File: config.mk
export PLATFORM = sky130hd
export DESIGN_NAME = fread_stream_source_flat
export DESIGN_NICKNAME = d
export VERILOG_FILES = /design/src/rtl/fread_stream_source_if.sv /design/src/rtl/fread_stream_source.sv /design/src/flat_wrapper.sv
export SDC_FILE = /design/constraint.sdc
export NUM_CORES = 1
export LEC_CHECK = 0
export CAP_MARGIN = 10
export CORE_ASPECT_RATIO = 1.2
export CORE_MARGIN = 2
export CORE_UTILIZATION = 55
export DETAILED_ROUTE_END_ITERATION = 8
export PLACE_DENSITY = 0.8
export SYNTH_ARGS = -nofsm -noshare
export SYNTH_HDL_FRONTEND = slang
export SYNTH_SLANG_ARGS = --single-unit
File: constraint.sdc
create_clock -name clk -period 9.3 [get_ports clk]
set_input_delay 2.325 -clock clk [delete_from_list [all_inputs] [get_ports clk]]
set_output_delay 2.325 -clock clk [all_outputs]
set_load 0.005 [all_outputs]
File: src/rtl/fread_stream_source_if.sv
// Byte-stream bus of fread_stream_source: loader request handshake,
// payload output stream and the SPI byte receiver input.
// master = the stream source itself, slave = the environment around it.
interface fread_stream_source_if;
  logic       req_valid;
  logic       req_ready;
  logic [7:0] resp_data;
  logic       resp_valid;
  logic [7:0] rx_data;
  logic       rx_valid;
  logic       rx_first;

  modport master (
    input  req_valid, rx_data, rx_valid, rx_first,
    output req_ready, resp_data, resp_valid
  );

  modport slave (
    output req_valid, rx_data, rx_valid, rx_first,
    input  req_ready, resp_data, resp_valid
  );
endinterface

File: src/rtl/fread_stream_source.sv
// fread_stream_source: accepts a one-shot load request, raises the ESP IRQ,
// collects the ESP's fread frame bytes in a small FIFO and replays exactly
// XFER_LEN payload bytes on an unthrottled, gap-limited output stream.
// Optional build macro FREAD_CHECKSUM_EN: expect a mod-256 sum trailer byte
// after the payload and flag a mismatch on csum_err.
module fread_stream_source #(
  parameter int         XFER_LEN   = 1024,
  parameter int         FIFO_DEPTH = 16,
  parameter logic [7:0] CMD_FREAD  = 8'hF8,
  parameter int         OUT_GAP    = 1
) (
  input  logic                  clk,
  input  logic                  rst,
  fread_stream_source_if.master bus,
  output logic                  esp_irq_n,
  output logic                  busy,
  output logic                  overflow,
  output logic                  csum_err
);

  localparam int AW = $clog2(FIFO_DEPTH);
  localparam int CW = AW + 1;
  localparam int BW = $clog2(XFER_LEN + 1);
  localparam logic [3:0]    GAP_RELOAD = 4'(OUT_GAP - 1);
  localparam logic [BW-1:0] LEN_FULL   = BW'(XFER_LEN);
  localparam logic [BW-1:0] LEN_LAST   = BW'(XFER_LEN - 1);
  localparam logic [CW-1:0] FIFO_FULL  = CW'(FIFO_DEPTH);

  typedef enum logic [2:0] {IDLE, ACK, HDR, STREAM, DRAIN} state_t;

  state_t        state_q, state_d;
  logic          req_ready_q, req_ready_d;
  logic          resp_valid_q, resp_valid_d;
  logic [7:0]    resp_data_q, resp_data_d;
  logic          esp_irq_n_q, esp_irq_n_d;
  logic          busy_q, busy_d;
  logic          overflow_q, overflow_d;
  logic [BW-1:0] byte_cnt_q, byte_cnt_d;
  logic [3:0]    gap_q, gap_d;
  logic [AW-1:0] wr_ptr_q, wr_ptr_d;
  logic [AW-1:0] rd_ptr_q, rd_ptr_d;
  logic [CW-1:0] count_q, count_d;
  logic [7:0]    fifo_mem [FIFO_DEPTH];

  logic push, pop, take;
  logic rx_hdr, rx_payload;

`ifdef FREAD_CHECKSUM_EN
  logic [7:0] sum_q, sum_d;
  logic       csum_err_q, csum_err_d;
  assign csum_err = csum_err_q;
`else
  assign csum_err = 1'b0;
`endif

  assign bus.req_ready  = req_ready_q;
  assign bus.resp_valid = resp_valid_q;
  assign bus.resp_data  = resp_data_q;
  assign esp_irq_n      = esp_irq_n_q;
  assign busy           = busy_q;
  assign overflow       = overflow_q;

  assign rx_hdr     = bus.rx_valid & bus.rx_first;
  assign rx_payload = bus.rx_valid & ~bus.rx_first;

  // Next-state logic: FSM, payload intake, FIFO bookkeeping and paced output
  always_comb begin
    state_d      = state_q;
    req_ready_d  = 1'b0;
    resp_valid_d = 1'b0;
    resp_data_d  = resp_data_q;
    esp_irq_n_d  = esp_irq_n_q;
    overflow_d   = overflow_q;
    byte_cnt_d   = byte_cnt_q;
    gap_d        = gap_q;
    push         = 1'b0;
    take         = 1'b0;
`ifdef FREAD_CHECKSUM_EN
    sum_d        = sum_q;
    csum_err_d   = csum_err_q;
`endif

    // Output side runs in every state; the gap counter paces the pulses.
    pop = (count_q != '0) && (gap_q == 4'd0);
    if (pop) begin
      resp_valid_d = 1'b1;
      resp_data_d  = fifo_mem[rd_ptr_q];
      gap_d        = GAP_RELOAD;
    end else if (gap_q != 4'd0) begin
      gap_d = gap_q - 1'b1;
    end

    case (state_q)
      IDLE: begin
        if (bus.req_valid) begin
          state_d     = ACK;
          req_ready_d = 1'b1;
        end
      end
      ACK: begin
        byte_cnt_d  = '0;
        gap_d       = 4'd0;
        esp_irq_n_d = 1'b0;
        state_d     = HDR;
`ifdef FREAD_CHECKSUM_EN
        sum_d       = 8'd0;
`endif
      end
      HDR: begin
        if (rx_hdr && (bus.rx_data == CMD_FREAD)) state_d = STREAM;
      end
      STREAM: begin
        // Continuation frame header: CMD_FREAD is dropped silently, anything else is a framing loss.
        if (rx_hdr && (bus.rx_data != CMD_FREAD)) overflow_d = 1'b1;
`ifdef FREAD_CHECKSUM_EN
        take = rx_payload && (byte_cnt_q != LEN_FULL);
        if (take) sum_d = sum_q + bus.rx_data;
        if (rx_payload && (byte_cnt_q == LEN_FULL)) begin
          // Trailer byte: compared, never stored.
          if (bus.rx_data != sum_q) csum_err_d = 1'b1;
          esp_irq_n_d = 1'b1;
          state_d     = DRAIN;
        end
`else
        take = rx_payload;
        if (take && (byte_cnt_q == LEN_LAST)) begin
          esp_irq_n_d = 1'b1;
          state_d     = DRAIN;
        end
`endif
        if (take) begin
          // Dropped bytes still count so the transfer always terminates.
          if (count_q == FIFO_FULL) overflow_d = 1'b1;
          else                      push       = 1'b1;
          byte_cnt_d = byte_cnt_q + 1'b1;
        end
      end
      DRAIN: begin
        if (count_q == '0) state_d = IDLE;
      end
      default: state_d = IDLE;
    endcase

    busy_d   = (state_d != IDLE);
    wr_ptr_d = push ? wr_ptr_q + 1'b1 : wr_ptr_q;
    rd_ptr_d = pop  ? rd_ptr_q + 1'b1 : rd_ptr_q;
    case ({push, pop})
      2'b10:   count_d = count_q + 1'b1;
      2'b01:   count_d = count_q - 1'b1;
      default: count_d = count_q;
    endcase
  end

  // State and registered outputs; reset aborts any transfer in progress
  always_ff @(posedge clk) begin
    if (rst) begin
      state_q      <= IDLE;
      req_ready_q  <= 1'b0;
      resp_valid_q <= 1'b0;
      resp_data_q  <= 8'd0;
      esp_irq_n_q  <= 1'b1;
      busy_q       <= 1'b0;
      overflow_q   <= 1'b0;
      byte_cnt_q   <= '0;
      gap_q        <= 4'd0;
      wr_ptr_q     <= '0;
      rd_ptr_q     <= '0;
      count_q      <= '0;
`ifdef FREAD_CHECKSUM_EN
      sum_q        <= 8'd0;
      csum_err_q   <= 1'b0;
`endif
    end else begin
      state_q      <= state_d;
      req_ready_q  <= req_ready_d;
      resp_valid_q <= resp_valid_d;
      resp_data_q  <= resp_data_d;
      esp_irq_n_q  <= esp_irq_n_d;
      busy_q       <= busy_d;
      overflow_q   <= overflow_d;
      byte_cnt_q   <= byte_cnt_d;
      gap_q        <= gap_d;
      wr_ptr_q     <= wr_ptr_d;
      rd_ptr_q     <= rd_ptr_d;
      count_q      <= count_d;
`ifdef FREAD_CHECKSUM_EN
      sum_q        <= sum_d;
      csum_err_q   <= csum_err_d;
`endif
    end
  end

  // FIFO storage write port; contents need no reset since pointers gate validity
  always_ff @(posedge clk) begin
    if (push && !rst) fifo_mem[wr_ptr_q] <= bus.rx_data;
  end

endmodule

File: src/flat_wrapper.sv
// flat-port wrapper written by rule: the top's interface ports become plain ports
module fread_stream_source_flat 
#(
  parameter int         XFER_LEN   = 1024,
  parameter int         FIFO_DEPTH = 16,
  parameter logic [7:0] CMD_FREAD  = 8'hF8,
  parameter int         OUT_GAP    = 1
)
  (clk, rst, esp_irq_n, busy, overflow, csum_err, bus_req_valid, bus_rx_data, bus_rx_valid, bus_rx_first, bus_req_ready, bus_resp_data, bus_resp_valid);
  fread_stream_source_if bus_i ();
  input  logic clk;
  input  logic rst;
  output logic esp_irq_n;
  output logic busy;
  output logic overflow;
  output logic csum_err;
  input wire logic [$bits(bus_i.req_valid)-1:0] bus_req_valid;
  input wire logic [$bits(bus_i.rx_data)-1:0] bus_rx_data;
  input wire logic [$bits(bus_i.rx_valid)-1:0] bus_rx_valid;
  input wire logic [$bits(bus_i.rx_first)-1:0] bus_rx_first;
  output wire logic [$bits(bus_i.req_ready)-1:0] bus_req_ready;
  output wire logic [$bits(bus_i.resp_data)-1:0] bus_resp_data;
  output wire logic [$bits(bus_i.resp_valid)-1:0] bus_resp_valid;
  assign bus_i.req_valid = bus_req_valid;
  assign bus_i.rx_data = bus_rx_data;
  assign bus_i.rx_valid = bus_rx_valid;
  assign bus_i.rx_first = bus_rx_first;
  assign bus_req_ready = bus_i.req_ready;
  assign bus_resp_data = bus_i.resp_data;
  assign bus_resp_valid = bus_i.resp_valid;
  fread_stream_source #(.XFER_LEN(XFER_LEN), .FIFO_DEPTH(FIFO_DEPTH), .CMD_FREAD(CMD_FREAD), .OUT_GAP(OUT_GAP)) u_core (.clk(clk), .rst(rst), .bus(bus_i), .esp_irq_n(esp_irq_n), .busy(busy), .overflow(overflow), .csum_err(csum_err));
endmodule
### Yosys cells after proc, flatten, opt, wreduce, memory -nomap -nowiden

Memories as Yosys holds them, arrays and structs flattened. A register that Yosys moved wholly into a read port is not among the register bits.
Index checks and enable logic that the tools add are counted.

* reduce and logical (&&, ||, !) cells: 18
* equal/unequal tests: 12
* $mul: 0
* shifts and indexed selects: 0
* div/mod/pow operators: 0
* $add $sub $neg: 6
* bitwise operators: 4
* multiplexer cells: 20
* $lt $le $gt $ge: 0

Operators with widths (number)
* 11-bit case mux with 2 select lines: 1
* 3-bit case mux with 5 select lines: 1
* 3-bit two-way mux: 4
* 11-bit by 1-bit adder with 11-bit output, second input constant: 1
* 11-bit by 10-bit equality test with 1-bit output, second input constant: 1
* 1-bit two-way mux: 11
* 11-bit two-way mux: 1
* 5-bit case mux with 2 select lines: 1
* 4-bit by 1-bit adder with 4-bit output, second input constant: 2
* 8-bit equality test, second input constant: 1
* 8-bit != test, second input constant: 1
* 3-bit by 2-bit equality test with 1-bit output, second input constant: 2
* 5-bit by 1-bit adder with 5-bit output, second input constant: 1
* 5-bit equality test, second input constant: 1
* 1-bit logical AND: 5
* 5-bit zero test: 1
* 5-bit nonzero test: 1
* 5-bit by 1-bit subtractor with 5-bit output, second input constant: 1
* 4-bit zero test: 1
* 2-bit by 1-bit != test with 1-bit output, second input constant: 2
* 2-bit AND reduction: 2
* 2-bit nonzero test: 2
* 4-bit nonzero test: 1
* 4-bit by 1-bit subtractor with 4-bit output, second input constant: 1
* other kinds (12): 14

* bits in latches: 0
* logic and storage cells: 72
* output and inout bits: 14
* memory bits (writable): 128
* flip-flop bits (word level): 36
* ROM bits: 0
* bits of input ports: 13
* memories kept: 1

Memory list
* u_core.fifo_mem: words 16, bits a word 8, read ports 1, clocked after memory_dff 1, write ports 1, RTL line fread_stream_source.sv:43 `logic [7:0] fifo_mem [FIFO_DEPTH];`

### Depth between registers and ports, before layout

* depth in word-level cells: 7
* depth in mapped cells: 11
* mapped depth without buffers: 11

### Worst setup path before layout

OpenSTA, ideal clock, no wires.

* kind: input to register
* from: in bus_rx_valid
* to: reg u_core.count_q[4]
* required time: 9179 ps
* arrival time: 4417 ps
* stages: 9
* path buffers: 0
* library setup time: 121 ps
* setup slack: 4762 ps
* cells stage by stage: nand4b_4 -> a211oi_4 -> inv_2 -> ha_1 -> fa_1 -> a21o_1 -> a21oi_1 -> mux2i_1 -> mux2_2

* longest elaborated chain between the ends: 5
* elaborated cells between the ends (all ways): 7
* those cells by class: 2 x eq/ne; 3 x mux; 1 x bitwise; 1 x reduce/logical

Ends and longest elaborated chain
* start: declaration: RTL line flat_wrapper.sv:19 `input wire logic [$bits(bus_i.rx_valid)-1:0] bus_rx_valid;`
* 1-bit AND *: RTL line fread_stream_source.sv:64 `assign rx_payload = bus.rx_valid & ~bus.rx_first;`
* 1-bit two-way mux *: RTL line fread_stream_source.sv:131 `if (take) begin`
* 1-bit two-way mux *: RTL line fread_stream_source.sv:93 `case (state_q)`
* 2-bit by 1-bit equality test with 1-bit output / 2-bit equality test (equally long branches): RTL line fread_stream_source.sv:147 `case ({push, pop})`
* 5-bit case mux with 2 select lines / 2-bit nonzero test (equally long branches)
* end signal: assignment: RTL line fread_stream_source.sv:185 `count_q <= count_d;`
* end: declaration: RTL line fread_stream_source.sv:42 `logic [CW-1:0] count_q, count_d;`

Every way passes the cells marked *; elsewhere a longest branch is shown, timed or not.
A chain may end at the register's enable or synchronous reset.

### Worst setup path after layout

Ends and elaborated chain as after synthesis.

==> results by group <==
Run status
  – Outcome: completed

Critical path
  – Worst R2R Setup Slack: 5.44 ns
  – CP max-delay cell: clkdlybuf4s50_1
  – Startpoint types: input pin
  – Worst reg2reg path endpoint: u_core.count_q[4]
  – Worst-path cell chain: clkdlybuf4s50_1, nand4b_4, a211oi_4, inv_2, ha_1, fa_1, a21o_1, a21oi_1, mux2i_1, mux2_2
  – Kind of critical path: input pin to flip-flop
  – Slowest stage delay, CP: 0.58 ns
  – Worst EP required: 9.61 ns
  – WP data arrival: 5.24 ns
  – Cells on worst reg2reg path: 9
  – CP Capture Type: flip-flop
  – Crit Path Max Fanout: 10
  – R2r startpoint: u_core.count_q[0]

Layout
  – Area Growth Syn to Fin: 14.5%
  – Layout cell share with drive strength beyond 1: 0.158
  – Final std cells w/o fill: 650
  – Post-layout nets: 499
  – # diodes: 0

STA
  – Measured slew at the worst slew-check pin: 1.18 ns
  – Max transition margin: 0.210
  – Final setup vio count: 0
  – Setup_tns: 0 ns
  – Final Hold Viols: 0
  – Final Max Slew Viols: 0
  – RSZ-0062 raised after global routing: false
  – Worst Skew: 0.0110 ns
  – Final period util: 0.530
  – Highest Clock Rate: 203 MHz
  – Post-route minimum period: 4.92 ns

Global route
  – GRT Overall Usage: 0.220
  – First-pass GRT wire length: 22.2 mm
  – Number of global-route vias before repair: 4111
  – Initial antenna violation count: 0
  – Largest net degree at the start of global routing: 36
  – Grt ovf: 0

Drt
  – Routed Antenna Nets: 0
  – Drc violations: 0
  – Mean routed wirelength per cell: 21.3 um
  – DR vias: 3926
  – Routed WL: 13.9 mm
  – Initial DRC count: 281
  – Drt via density: 6.04
  – Drt first pass iters: 5

Logic synthesis
  – Synthesized instance count: 449
  – Primary FF master, synth: edfxtp_1
  – Mean Syn Cell Area: 15.7 sq um
  – Yosys reg bits: 172
  – Simple-gate share of the synthesized area: 0.0896
  – Combinational family with the most area after synthesis: multiplexers
  – Number of synthesized flops with an enable pin: 128
  – Syn nets: 475
  – Unique masters post-synth: 50
  – Ys async rst share: 0
  – Post-Synth Adder-Cell Area: 0.0241
  – Post-synthesis mux area share: 0.131
  – Post-synthesis sequential area ratio: 0.670
  – XOR/XNOR share of the synthesized area: 0.0162
  – Synth warn: 0
  – Syn Std Cell Area: 0.00705 sq mm
  – Post-synthesis compound-gate area fraction: 0.0485

Floorplan
  – Die Ht: 128 um
  – Die ar.: 0.0137 sq mm
  – Core area: 0.0126 sq mm
  – Initial core utilization: 0.559
  – Die X: 107 um
  – Ports: 27
  – # rows: 45

Pwr
  – Power Density: 259 mW/mm^2
  – Combinational power share: 0.207
  – Switching Share: 0.260
  – Clock group share of total power: 0.364
  – Internal power component: 1.54 mW
  – Sequential fraction of design power: 0.430
  – Static Leak: 2.57 nW
  – Max VDD drop: 0.158 mV
  – Final Power: 2.09 mW
  – Switch Pwr: 0.543 mW

Min path
  – Min-delay worst type: flip-flop to flip-flop
  – Hold Crit Start: u_core.overflow
  – Worst hold path depth: 2
  – WHS Endpoint: u_core.overflow

Place
  – Placed insts: 618
  – Post-DP HPWL: 8.90 mm
  – Final Wtd Congestion: 0.850
  – Port bufs: 25

Clock network
  – # hold bufs at CTS: 0
  – Clk sink count: 172
  – Longest Clk Path Bufs: 2
  – Post-CTS setup repair buffer count: 0
  – Htree depth: 4
  – Root Buffer: clkbuf_16
  – CTS resizes: 0
  – TritonCTS clock tree: built
  – CTS clk-pin slew, worst paths: 0.06 ns
  – Inserted Clock Buffers: 17
  – Worst skew pair latency: 0.43 ns

Run
  – Maxcap violations: 0
metrics by stage:
stage / hold slack (ns) / instance area (sq um) / util / setup slack [ns]
6_report: 0.453 / 8070 / 0.640 / 4.38
5_1_grt: 0.474 / 8070 / 0.640 / 4.21
4_1_cts: 0.457 / 8070 / 0.640 / 4.39
3_5_place_dp: 0.446 / 7430 / 0.589 / 3.94
3_3_place_gp: 0.434 / 7430 / 0.589 / 4.03
2_1_floorplan: 0.442 / 7050 / - / 4.76
how the worst max path moves through the flow:
stage	end	cells after the start	start
floorplan	u_core.count_q[4]	9	bus_rx_valid
global placement	u_core.count_q[4]	10	bus_rx_valid
detailed placement	u_core.count_q[4]	10	bus_rx_valid
CTS	u_core.count_q[4]	10	bus_rx_valid
global route	u_core.count_q[4]	10	bus_rx_valid
finish	u_core.count_q[4]	10	bus_rx_valid
layout by cell type (no fill, tap or decap), types with 12 or more instances in the layout:
cell	instances
nand3b_1	12
mux4_2	32
dfxtp_1	43
edfxtp_1	128
a21oi_1	19
nor2_1	38
ha_1	12
clkbuf_16	18
clkdlybuf4s50_1	25
nand2_1	12
mux2i_1	19
or3_1	12
sequential cells by signal (all words and copies together), names as in the netlist:
register / count
u_core.count_q: 5
u_core.gap_q: 4
u_core.overflow: 1
u_core.wr_ptr_q: 4
u_core.rd_ptr_q: 4
u_core.bus.resp_data: 8
u_core.fifo_mem: 128
u_core.byte_cnt_q: 11
u_core.esp_irq_n: 1
u_core.bus.req_ready: 1
u_core.state_q: 3
u_core.busy: 1
u_core.bus.resp_valid: 1
Yosys cell counts (7+ instances only):
| cell | instances | area share |
|---|---|---|
| a21oi_1 | 19 | 0.013 |
| buf_2 | 8 | 0.0057 |
| clkbuf_1 | 13 | 0.0069 |
| dfxtp_1 | 44 | 0.12 |
| edfxtp_1 | 128 | 0.55 |
| ha_1 | 12 | 0.021 |
| inv_1 | 10 | 0.0053 |
| mux2i_1 | 19 | 0.027 |
| mux4_2 | 32 | 0.10 |
| nand2_1 | 12 | 0.0064 |
| nand3_1 | 8 | 0.0057 |
| nand3b_1 | 12 | 0.013 |
| nor2_1 | 38 | 0.020 |
| o21ai_0 | 7 | 0.0050 |
| o221ai_1 | 8 | 0.0099 |
| or3_1 | 12 | 0.011 |
| xnor2_1 | 8 | 0.0099 |
cell type report:
cell class	instances	area, sq um
clock buffer	20	458
clock inverter	12	184
fill	875	4540
inverter	11	41.3
multi-input combinational	243	2180
sequential	172	4730
tap	164	205
timing repair buffer	28	273
critical path: cells and delay by family:
| kind | cells | cell delay [ns] |
|---|---|---|
| buffers and inverters | 2 | 0.67 |
| muxes | 2 | 0.55 |
| and+or+nand+nor | 1 | 0.17 |
| AOI/OAI and AO/OA | 3 | 0.79 |
| adders and majority gates | 2 | 0.72 |
cells by family (layout without fill, tap and decap cells):
logic type                 count (synthesis)  after routing
AOI/OAI and AO/OA                         50             50
other                                      1              1
adders and majority gates                 13             13
DFF                                      172            172
and+or+nand+nor                          114            114
buffers and inverters                     34             71
xor gates and xnor gates                  13             13
muxes                                     52             52
power by group through the flow:
stage	sequential, mW	clock, mW	combinational [mW]
3_3_place_gp	0.910	0	0.419
6_report	0.898	0.759	0.431
4_1_cts	0.896	0.766	0.437
3_5_place_dp	0.912	0	0.431
2_1_floorplan	0.894	0	0.320
5_1_grt	0.901	0.795	0.468
per-layer routing:
metal / global-route usage / routed length [um]
met1: 0.263 / 5410
met2: 0.379 / 7350
met3: 0.0524 / 744
met4: 0.0943 / 354
met5: 0 / 0
No activity file was read; power rests on OpenSTA's default activity.
